## config.mk

```make
export PLATFORM = sky130hd
export DESIGN_NAME = bot4x_if
export DESIGN_NICKNAME = d
export VERILOG_FILES = /design/src/rtl/bot4x_if.sv
export SDC_FILE = /design/constraint.sdc
export NUM_CORES = 1
export LEC_CHECK = 0
export ABC_AREA = 1
export BUFFER_PORTS_ARGS = -buffer_cell sky130_fd_sc_hd__buf_4
export CAP_MARGIN = 20
export CORE_ASPECT_RATIO = 1.75
export CORE_MARGIN = 4
export CORE_UTILIZATION = 52
export DETAILED_ROUTE_END_ITERATION = 16
export GPL_TIMING_DRIVEN = 0
export PLACE_DENSITY_LB_ADDON = 0.3
export SLEW_MARGIN = 10
export SYNTH_ARGS = -nofsm -noshare
export SYNTH_HDL_FRONTEND = slang
export SYNTH_SLANG_ARGS = --single-unit
```

## constraint.sdc

```tcl
create_clock -name clk -period 4.15 [get_ports clk]
set_clock_uncertainty 0.15 [all_clocks]
set_input_delay 0.83 -clock clk [delete_from_list [all_inputs] [get_ports clk]]
set_output_delay 0.83 -clock clk [all_outputs]
set_load 0.005 [all_outputs]
```

## src/rtl/bot4x_if.sv

```systemverilog
// bot4x_if: Picoblaze I/O register interface serving NUM_BOTS Rojobot banks with atomic snapshot loads.
// Optional snapshot sequence counters and the SnapSeq port are enabled by BOT4X_SNAPSHOT_SEQ_EN.
module bot4x_if #(
    parameter int NUM_BOTS = 2,
    parameter int DATA_W   = 8
) (
    input  logic                       clk,
    input  logic                       reset,
    input  logic                       Wr_Strobe,
    input  logic                       Rd_Strobe,
    input  logic [7:0]                 AddrIn,
    input  logic [DATA_W-1:0]          DataIn,
    output logic [DATA_W-1:0]          DataOut,
    input  logic [NUM_BOTS*DATA_W-1:0] MotCtl,
    input  logic [NUM_BOTS*DATA_W-1:0] BotConfig,
    output logic [NUM_BOTS*DATA_W-1:0] LocX,
    output logic [NUM_BOTS*DATA_W-1:0] LocY,
    output logic [NUM_BOTS*DATA_W-1:0] BotInfo,
    output logic [NUM_BOTS*DATA_W-1:0] Sensors,
    output logic [NUM_BOTS*DATA_W-1:0] MapX,
    output logic [NUM_BOTS*DATA_W-1:0] MapY,
    input  logic [NUM_BOTS*2-1:0]      MapVal,
`ifdef BOT4X_SNAPSHOT_SEQ_EN
    output logic [NUM_BOTS*DATA_W-1:0] SnapSeq,
`endif
    output logic [NUM_BOTS-1:0]        upd_sysregs,
    input  logic [NUM_BOTS-1:0]        upd_ack
);

    localparam logic [DATA_W-1:0] C_55 = DATA_W'(8'h55);
    localparam logic [DATA_W-1:0] C_66 = DATA_W'(8'h66);
    localparam logic [DATA_W-1:0] C_BB = DATA_W'(8'hBB);
    localparam logic [DATA_W-1:0] C_MAX = {DATA_W{1'b1}};

    logic [DATA_W-1:0] r_hx [NUM_BOTS];
    logic [DATA_W-1:0] r_hy [NUM_BOTS];
    logic [DATA_W-1:0] r_hi [NUM_BOTS];
    logic [DATA_W-1:0] r_hs [NUM_BOTS];
    logic [DATA_W-1:0] r_locx [NUM_BOTS];
    logic [DATA_W-1:0] r_locy [NUM_BOTS];
    logic [DATA_W-1:0] r_info [NUM_BOTS];
    logic [DATA_W-1:0] r_sens [NUM_BOTS];
    logic [DATA_W-1:0] r_mapx [NUM_BOTS];
    logic [DATA_W-1:0] r_mapy [NUM_BOTS];
    logic [DATA_W-1:0] r_ovr  [NUM_BOTS];
`ifdef BOT4X_SNAPSHOT_SEQ_EN
    logic [DATA_W-1:0] r_seq  [NUM_BOTS];
`endif
    logic [NUM_BOTS-1:0] r_ld_pend;
    logic [NUM_BOTS-1:0] r_upd;
    logic [DATA_W-1:0]   r_dout;

    logic [1:0]          w_bank;
    logic [3:0]          w_off;
    logic [NUM_BOTS-1:0] w_sel;
    logic [NUM_BOTS-1:0] w_wr;
    logic [NUM_BOTS-1:0] w_set;
    logic [NUM_BOTS-1:0] w_clr_ovr;
    logic [DATA_W-1:0]   w_rd;
    logic                w_unused;

    assign w_bank   = AddrIn[5:4];
    assign w_off    = AddrIn[3:0];
    assign w_unused = ^{Rd_Strobe, AddrIn[7:6]};

    // Out-of-range banks never match any w_sel bit, so they are inert for writes and read as 0.
    always_comb begin
        w_sel     = '0;
        w_wr      = '0;
        w_set     = '0;
        w_clr_ovr = '0;
        for (int i = 0; i < NUM_BOTS; i++) begin
            w_sel[i]     = (w_bank == 2'(i));
            w_wr[i]      = Wr_Strobe && w_sel[i];
            w_set[i]     = w_wr[i] && (w_off == 4'hE);
            w_clr_ovr[i] = w_wr[i] && (w_off == 4'hF);
        end
    end

    always_comb begin
        w_rd = '0;
        for (int i = 0; i < NUM_BOTS; i++) begin
            if (w_sel[i]) begin
                case (w_off)
                    4'h0: w_rd = MotCtl[i*DATA_W +: DATA_W];
                    4'h1: w_rd = r_hx[i];
                    4'h2: w_rd = r_hy[i];
                    4'h3: w_rd = r_hi[i];
                    4'h4: w_rd = r_hs[i];
`ifdef BOT4X_SNAPSHOT_SEQ_EN
                    4'h5: w_rd = r_seq[i];
`else
                    4'h5: w_rd = C_55;
`endif
                    4'h6: w_rd = C_66;
                    4'h7: w_rd = BotConfig[i*DATA_W +: DATA_W];
                    4'h8: w_rd = r_mapx[i];
                    4'h9: w_rd = r_mapy[i];
                    4'hA: w_rd = DATA_W'(MapVal[i*2 +: 2]);
                    4'hB: w_rd = C_BB;
                    4'hE: w_rd = DATA_W'(r_upd[i]);
                    4'hF: w_rd = r_ovr[i];
                    default: w_rd = '0;
                endcase
            end
        end
    end

    // Update handshake: a set write raises upd_sysregs[b] and it holds until the application
    // pulses upd_ack[b]; a set arriving while still raised and unacknowledged counts as an overrun.
    always_ff @(posedge clk or negedge reset) begin
        if (!reset) begin
            r_dout    <= '0;
            r_ld_pend <= '0;
            r_upd     <= '0;
            for (int i = 0; i < NUM_BOTS; i++) begin
                r_hx[i]   <= '0;
                r_hy[i]   <= '0;
                r_hi[i]   <= '0;
                r_hs[i]   <= '0;
                r_locx[i] <= '0;
                r_locy[i] <= '0;
                r_info[i] <= '0;
                r_sens[i] <= '0;
                r_mapx[i] <= '0;
                r_mapy[i] <= '0;
                r_ovr[i]  <= '0;
`ifdef BOT4X_SNAPSHOT_SEQ_EN
                r_seq[i]  <= '0;
`endif
            end
        end else begin
            r_dout <= w_rd;
            for (int i = 0; i < NUM_BOTS; i++) begin
                if (w_wr[i]) begin
                    case (w_off)
                        4'h1: r_hx[i]   <= DataIn;
                        4'h2: r_hy[i]   <= DataIn;
                        4'h3: r_hi[i]   <= DataIn;
                        4'h4: r_hs[i]   <= DataIn;
                        4'h8: r_mapx[i] <= DataIn;
                        4'h9: r_mapy[i] <= DataIn;
                        default: ;
                    endcase
                end
                // Snapshot copies pre-edge holding values, so all four change together.
                if (r_ld_pend[i]) begin
                    r_locx[i] <= r_hx[i];
                    r_locy[i] <= r_hy[i];
                    r_info[i] <= r_hi[i];
                    r_sens[i] <= r_hs[i];
`ifdef BOT4X_SNAPSHOT_SEQ_EN
                    r_seq[i]  <= r_seq[i] + DATA_W'(1);
`endif
                end
                r_ld_pend[i] <= w_wr[i] && (w_off == 4'hC);
                if (w_set[i]) begin
                    r_upd[i] <= 1'b1;
                end else if (upd_ack[i]) begin
                    r_upd[i] <= 1'b0;
                end
                if (w_clr_ovr[i]) begin
                    r_ovr[i] <= '0;
                end else if (w_set[i] && r_upd[i] && !upd_ack[i] && (r_ovr[i] != C_MAX)) begin
                    r_ovr[i] <= r_ovr[i] + DATA_W'(1);
                end
            end
        end
    end

    assign DataOut     = r_dout;
    assign upd_sysregs = r_upd;

    for (genvar g = 0; g < NUM_BOTS; g++) begin : g_out
        assign LocX[g*DATA_W +: DATA_W]    = r_locx[g];
        assign LocY[g*DATA_W +: DATA_W]    = r_locy[g];
        assign BotInfo[g*DATA_W +: DATA_W] = r_info[g];
        assign Sensors[g*DATA_W +: DATA_W] = r_sens[g];
        assign MapX[g*DATA_W +: DATA_W]    = r_mapx[g];
        assign MapY[g*DATA_W +: DATA_W]    = r_mapy[g];
`ifdef BOT4X_SNAPSHOT_SEQ_EN
        assign SnapSeq[g*DATA_W +: DATA_W] = r_seq[g];
`endif
    end

endmodule

```

==> impl_results.md <==
- Status: finished, final reports clean
- Vias: approximately 7900
- Worst slack, placed: between 1000 and 1500 ps
- Commonest non-fill, non-tap cell in the layout: nand2_1
- Syn Std Cell Area: 0.008542 sq mm
- Tcrit/Tclk final: 0.5893
- Worst skew pair latency: roughly 440 ps
- Initial DRT Pass Iterations: 6
- Cts hold-fix bufs: 0
- Global route total overflow: 0
- Final Core Density: 0.6608
- Num CTS Buffers: 17
- Reg2reg start: r_ovr[0]$_DFFE_PN0P_
- Crit-path max FO: 10
- Worst path slowest cell: nor2_2
- Crit Path Category: in -> reg
- Final Instance Area: 0.01059 sq mm
- Post-synth top area cell: dfrtp_1
- Worst-path clk slew: approximately 70 ps
- Setup violations, final: 0
- PwrDens: about 400 mW/mm^2
- Fin crit period: around 2400 ps
- H-tree Lvls: 4
- Post-placement cell area: roughly 0.01 sq mm
- GPL Wtd Cong: roughly 1
- Hold Fails Final Rpt: 0
- Crit-path most repeated cell: nand2_1
- WP data required: ~4300 ps
- Synth top area share: 0.5508
- Violation count after the first detailed-routing iteration: approximately 720
- Post-synthesis sequential area ratio: 0.5508
- Min-delay worst type: in -> async
- RSZ-0062 raised after global routing: false
- WP data arrival: approximately 2600 ps
- First-pass GRT wire length: between 40000 and 50000 microns
- Final WS setup: 1704 ps
- Largest cells by area after synthesis: dfrtp_1, nand2_1, mux2_2
- P_leak: 5.611 nW
- Layout cells sized above 1: 0.2504
- Worst Setup SP: AddrIn[4]
- CTS tree: done
- Mean number of vias per cell: between 5 and 6
- Drt drc: 0
- Maximum VDD drop: between 0.2 and 0.3 mV
- Setup_tns: 0 ps
- Final Non-Filler Cells: ~1300
- Synth Instances: 961
- Top-level port count: 164
- Critical-path cell list: buf_4, nor2_2, nand2_1, inv_2, nand2_1, clkbuf_1, nand2_1, o21ai_0
- Root Driver: clkbuf_16
- Relative slew slack: 0.4104
- Unique masters post-synth: 24
- DIE WIDTH: between 100 and 150 microns
- Post-DP HPWL: around 21000 microns
- Core ar.: between 0.015 and 0.02 sq mm
- Critical Path Start Type: primary input
- Die footprint: between 0.015 and 0.02 sq mm
- Fin nets: between 1000 and 1500
- Highest Clock Rate: ~410 MHz
- Most frequent cells in the layout: nand2_1, dfrtp_1, buf_4
- Total power: roughly 4.2 mW
- Die height: roughly 180 microns
- Routed length per instance: around 21 microns
- Port bufs: 160
- Syn Nets: between 1000 and 1500
- Max cap viols: 0
- Initial antenna violation count: 0
- Dpl cells: ~1300
- Clk buf depth: 2
- CP endpoint kind: flip-flop
- Worst slew pin tran: roughly 880 ps
- YS warnings: 0
- Avg Inst Size Synth: 8.889 sq um
- CP peak stage delay: between 300 and 400 ps
- Area delta synth->final: 23.99%
- Pin count of the biggest net entering global routing: 96
- Register bit total from synthesis: between 150 and 200
- Pins over their slew limit: 0
- Routed wire length: around 29000 microns
- Vias in the first global route: between 7000 and 8000
- Cells resized by post-CTS repair: 0
- GRT Total Usage: 0.3175
- ANT cells: 0
- Initial Utilization: 0.5329
- Hold Slack: between 200 and 250 ps
- Antenna Nets Post-Route: 0
- CTS sink cnt: ~190
- Post-CTS setup buffer count: 0
- Filler instances: approximately 1300
- # rows: 61
==> worst max-delay path, delay by kind of cell <==
kind,cells,cell delay [ps]
simple gates,4,980
buf+inv,3,670
compound gates,1,90
==> logic make-up (layout without fill, tap and decap cells) <==
| group | after synthesis | after routing | synth area share |
|---|---|---|---|
| simple gates | 508 | 508 | 0.2496 |
| flops | 188 | 188 | 0.5508 |
| compound gates | 113 | 113 | 0.06650 |
| buf+inv | 76 | 269 | 0.03559 |
| mux | 64 | 64 | 0.08437 |
| xor+xnor | 10 | 10 | 0.01025 |
| fa+ha+maj | 2 | 2 | 0.002929 |
==> cell usage after synthesis <==
cell	n
nand3_2	1
a21oi_1	9
nand2_1	311
xnor2_1	2
xor2_1	8
o21ai_0	85
nor2_1	63
dfrtp_1	188
mux2_2	64
inv_2	5
nor3_1	1
nand2_2	2
buf_4	1
nor2_4	6
buf_2	12
buf_1	6
ha_1	2
nand3_1	114
inv_1	26
nand4_1	5
nor2_2	5
o22ai_1	2
o21ai_1	17
clkbuf_1	26
==> flip-flops by register name, indices dropped and copies added (netlist names) <==
signal / count
BotInfo: 16
LocX: 16
LocY: 16
MapX: 16
MapY: 16
Sensors: 16
r_hi: 16
r_hs: 16
r_hx: 16
r_hy: 16
r_ovr: 16
DataOut: 8
r_ld_pend: 2
upd_sysregs: 2
==> area by class of cell <==
cell class              count  area [sq um]  area share
flip-flops and latches    188          4705      0.4442
multi-input cells         697          3533      0.3336
repair buffers            161          1236      0.1167
clock buffers              19         452.9     0.04276
well taps                 189         236.5     0.02233
plain buffers              45         187.7     0.01772
clock inverters            13         123.9     0.01170
inverters                  31         116.4     0.01099
==> final timing paths <==
check	end	slack (ps)	cells past startpoint
worst max register to register	r_ovr[3]$_DFFE_PN0P_	2260	7
worst min register to register	Sensors[14]$_DFFE_PN0P_	360	1
worst max-delay path	r_hi[14]$_DFFE_PN0P_	1700	8
worst min-delay path	LocY[0]$_DFFE_PN0P_	240	1
max in group asynchronous	r_ovr[4]$_DFFE_PN0P_	2710	2
min in group clk	Sensors[14]$_DFFE_PN0P_	360	1
==> metal layers <==
| metal | vias up | track usage | part of all wire |
|---|---|---|---|
| li1 | 3537 | - | - |
| met1 | 3835 | 0.3710 | 0.36 |
| met2 | 413 | 0.5453 | 0.51 |
| met3 | 114 | 0.05096 | 0.064 |
| met4 | 0 | 0.1959 | 0.068 |
| met5 | - | 0 | 0 |
==> power breakdown <==
| group | switching [mW] | internal, mW | leakage [nW] | total (mW) |
|---|---|---|---|---|
| Sequential | 0.152 | 1.99 | 2.55 | 2.14 |
| Clock | 0.772 | 0.825 | 0.283 | 1.60 |
| Combinational | 0.274 | 0.226 | 2.77 | 0.500 |
No activity file was read; power rests on OpenSTA's default activity.
